## src/rtl/fetch_unit.sv

```systemverilog
// fetch_unit: PC owner and one-at-a-time instruction fetch over req/ack, with misaligned-target fault.
// Define FETCH_TIMEOUT_EN to fault when memory fails to ack within TIMEOUT_CYCLES.
module fetch_unit #(
    parameter logic [31:0] RESET_PC       = 32'h0000_0000,
    parameter int          TIMEOUT_CYCLES = 16
) (
    input  logic        clk,
    input  logic        reset,
    output logic        imem_req,
    output logic [31:0] imem_addr,
    input  logic        imem_ack,
    input  logic [31:0] imem_rdata,
    output logic [31:0] insn,
    output logic [31:0] pc,
    output logic        insn_valid,
    input  logic [31:0] nextpc,
    input  logic        commit,
    output logic [31:0] retired,
    output logic        fault,
    output logic [31:0] fault_pc
);
    localparam logic [31:0] NOP = 32'h0000_0013;

    typedef enum logic [1:0] {IDLE, REQ, HOLD, FAULT} state_t;
    state_t state, state_nx;

    logic take_ack, take_commit, bad_target, timeout;

    assign take_ack    = state == REQ && imem_ack;
    assign take_commit = state == HOLD && commit;
    assign bad_target  = nextpc[1:0] != 2'b00;

`ifdef FETCH_TIMEOUT_EN
    localparam int WCW = $clog2(TIMEOUT_CYCLES + 1);
    logic [WCW-1:0] wait_cnt;
    always_ff @(posedge clk) begin
        if (reset || state != REQ)
            wait_cnt <= '0;
        else if (!imem_ack)
            wait_cnt <= wait_cnt + 1'b1;
    end
    // the cycle that would bring the count to TIMEOUT_CYCLES trips the fault, unless ack arrives with it
    assign timeout = state == REQ && !imem_ack && int'(wait_cnt) == TIMEOUT_CYCLES - 1;
`else
    logic unused_timeout;
    assign unused_timeout = TIMEOUT_CYCLES > 0;
    assign timeout = 1'b0;
`endif

    always_ff @(posedge clk) begin
        if (reset)
            state <= IDLE;
        else
            state <= state_nx;
    end

    always_comb begin
        state_nx = state;
        unique case (state)
            IDLE:    state_nx = REQ;
            REQ:     state_nx = take_ack ? HOLD : (timeout ? FAULT : REQ);
            HOLD:    state_nx = commit ? (bad_target ? FAULT : REQ) : HOLD;
            default: state_nx = FAULT;
        endcase
    end

    always_ff @(posedge clk) begin
        if (reset) begin
            pc       <= RESET_PC;
            insn     <= NOP;
            retired  <= '0;
            fault_pc <= '0;
        end else begin
            if (take_ack)
                insn <= imem_rdata;
            if (take_commit) begin
                retired <= retired + 32'd1;
                if (bad_target)
                    fault_pc <= nextpc;
                else
                    pc <= nextpc;
            end
            if (timeout)
                fault_pc <= pc;
        end
    end

    assign imem_req   = state == REQ;
    assign insn_valid = state == HOLD;
    assign fault      = state == FAULT;
    assign imem_addr  = pc;
endmodule

```

## config.mk

```make
export PLATFORM = sky130hd
export DESIGN_NAME = fetch_unit
export DESIGN_NICKNAME = d
export VERILOG_FILES = /design/src/rtl/fetch_unit.sv
export SDC_FILE = /design/constraint.sdc
export NUM_CORES = 1
export LEC_CHECK = 0
export BUFFER_PORTS_ARGS = -buffer_cell sky130_fd_sc_hd__buf_2
export CAP_MARGIN = 0
export CELL_PAD_IN_SITES_DETAIL_PLACEMENT = 1
export CELL_PAD_IN_SITES_GLOBAL_PLACEMENT = 2
export CORE_UTILIZATION = 27
export DETAILED_ROUTE_END_ITERATION = 8
export PLACE_DENSITY_LB_ADDON = 0.25
export RECOVER_POWER = 100
export SETUP_SLACK_MARGIN = 0.1
export SYNTH_ARGS = -nofsm -noshare
export SYNTH_HDL_FRONTEND = slang
export SYNTH_SLANG_ARGS = --single-unit
```

## constraint.sdc

```tcl
create_clock -name clk -period 3.15 [get_ports clk]
set_clock_uncertainty 0.05 [all_clocks]
set_input_delay 0.4725 -clock clk [delete_from_list [all_inputs] [get_ports clk]]
set_output_delay 0.4725 -clock clk [all_outputs]
set_load 0.02 [all_outputs]
```

==> impl_metrics.toml <==
[detailed_routing]
first_iter_violations = 219
vias_per_cell = 4.80
routed_wl_um = 16500
ant_nets = 0
post-route-drc-count = 0
drt_pass1_iterations = 4
wl_per_cell_um = 15.4
num_vias = 5143

[worst_setup_path]
crit_buf_inv = 1
crit-reg2reg-launch = "state[1]"
cpMostUsedCell = "or4_1"
critPathTopFamily = "simple AND/OR/NAND/NOR gates"
reg2reg_slack_ps = 660
crit_type = "reg2reg"
cpPeakStageDelay_ps = 810
path_depth = 5
regToRegEndpoint = "retired[28]"
path_cells = "nand3b_1 > clkbuf_1 > or4_1 > or4_1 > a21oi_1"
start_kind = "flip-flop"
end_kind = "flip-flop"
worstPathArrival_ps = 2790
crit_slowest_cell = "or4_1"
ff2ff_path_depth = 5
required_ps = 3450
cp_max_fo = 14

[cts]
clkTransAtPathRegs_ps = 60
hold_buffers = 0
cts_tree = "built"
cts_buffers = 17
clock_sinks = 130
post_cts_buffers = 0
clock_latency_ps = 410
ctsResizeCount = 0
h-tree-depth = 4
ctsLongestPathBuffers = 2
clockRootBuffer = "clkbuf_16"

[power_and_ir_drop]
peakVddDrop_uv = 365
powerDensity_nw_per_um2 = 592
leakage_uw = 0.00225

[min_path]
min_to = "insn[0]"
min-delay-start = "imem_rdata[0]"
worstHoldPathType = "in2reg"
hold_depth = 3

[sta]
slew_headroom_pct = 2.57
tns_ps = 0
tightest_slew_ps = 1460
setup_viol_count_final = 0
drv_slew = 0
hold_viol_final = 0
fin_crit_sh_pct = 79.1
period_needed_ps = 2490
clock.fmax_mhz = 401
grt_setup_unrepaired = "no"

[yosys]
syn_area_um2 = 5140
yosys.area.top_type = "dfxtp_1"
ys_top_cells_by_area = "dfxtp_1, nand2_1, a21oi_1"
synth-edff-count = 0
async_flop_share_pct = 0
synthCells = 641
yosys_most_used_dff = "dfxtp_1"
netlist-cell-type-count = 36
synth-seq-cells = 130
yosysSeqAreaShare_pct = 50.6
syn_avg_cell_area_um2 = 8.02
yosysWarnings = 0
synth_nets = 710
synth_top_area_share_pct = 50.6

[floorplan]
io_pins = 231
dieArea_um2 = 19600
initial_core_util_pct = 27.5
coreArea_um2 = 18700
std_cell_rows = 50
fp.dieW_um = 140
chipHeight_um = 140

[finish]
stdcell_count = 1072
drive_gt1_share_pct = 13.0
syn_to_final_growth_pct = 29.0
nets = 893

[global_routing]
groute.usage.overall_pct = 17.1
grt_antenna_before_repair = 1
grt_pass1_vias = 5202
grt_overflow = 0
grt_max_degree = 60
grt_pass1_wl_um = 26500

[job]
cap_violations = 0

[place]
gp_congestion = 0.748
placed_cells = 1039
dp_hpwl_um = 11400
port_buffers = 230

[outcome]
status = "completed"
==> power breakdown <==
part           switching, uW  total [uW]  internal [uW]
sequential              20.8        1700           1680
clock                    788        1990           1200
combinational            165         242           76.8
==> per-layer routing <==
layer	share of wire, %	track usage [%]	vias up
met1	44	20.0	2463
met3	6.9	5.61	13
met4	1.1	6.30	0
met5	0	0	-
li1	-	-	2505
met2	48	28.9	162
==> layout make-up <==
cell class                      instances  area, um2
Clock inverter                         13        150
Inverter                                3       11.3
Fill cell                            2368      12100
Tap cell                              234        293
Clock buffer                           19        443
Timing Repair Buffer                  238       1010
Sequential cell                       130       2600
Multi-Input combinational cell        434       2120
Antenna cell                            1       2.50
==> sequential cells by signal, indices dropped and copies added, names as in the netlist <==
register / count
state: 2
imem_addr: 32
retired: 32
fault_pc: 32
insn: 32
==> worst max path at each step <==
stage	endpoint	slack, ps	startpoint
floorplan	retired[20]	970	retired[0]
global route	retired[28]	470	state[1]
finish	retired[28]	660	state[1]
detailed placement	retired[31]	720	commit
global placement	retired[31]	760	commit
CTS	retired[29]	770	retired[5]
==> worst min-delay path, stage by stage <==
cell	delay, ps
buf_2	70
nand2_1	40
nand3b_1	70
==> cells in the final DEF (no fill, tap or decap), types with 2 or more instances in the layout <==
cell type / synthesis / routed
nor2_2: 0 / 2
and4_1: 5 / 5
and3_1: 2 / 2
xnor2_1: 4 / 4
o21ai_0: 7 / 6
nor2_1: 14 / 12
nor3b_1: 2 / 2
nand2_1: 203 / 203
and2_1: 2 / 2
nor3_1: 3 / 3
dfxtp_1: 130 / 130
inv_6: 0 / 5
or4_1: 15 / 16
clkbuf_16: 0 / 17
a21oi_1: 113 / 113
nor4_1: 2 / 2
bufinv_16: 0 / 2
o31ai_1: 14 / 14
buf_4: 32 / 5
clkbuf_1: 38 / 166
nand3_1: 8 / 8
buf_2: 1 / 66
or3_1: 6 / 6
inv_1: 3 / 3
xor2_1: 6 / 6
clkinvlp_4: 0 / 5
nor2b_1: 2 / 2
nand4_1: 12 / 13
nand3b_1: 4 / 4
==> synth_stat cells (2+ instances only) <==
master,count
and4_1,5
nor3b_1,2
nand4_1,12
dfxtp_1,130
nand2_1,203
o21ai_0,7
nor3_1,3
or4_1,15
buf_4,32
nand3_1,8
buf_1,2
and3_1,2
clkbuf_1,38
xnor2_1,4
inv_1,3
nor2b_1,2
nor4_1,2
xor2_1,6
a21oi_1,113
nor2_1,14
nand3b_1,4
and2_1,2
or3_1,6
o31ai_1,14
==> stage by stage <==
step                util (%)  hold WS (ps)  cell area, um2  setup WS, ps  total power, uW
detailed placement      33.5           396            6270           718             1990
floorplan                  -           447            5140           974             1870
CTS                     36.7           205            6860           767             4010
global placement        33.5           388            6270           762             1980
finish                  35.5           219            6640           657             3930
global route            35.5           211            6640           468             4090
==> cell families after synthesis <==
| group | synth area share (%) |
|---|---|
| buffers and inverters | 8.12 |
| AOI/OAI and AO/OA | 14.0 |
| muxes | 0.219 |
| adders and majority gates | 0.243 |
| xor gates and xnor gates | 1.70 |
| and+or+nand+nor | 25.1 |
| DFF | 50.6 |
Power figures use the tool's default switching activity.
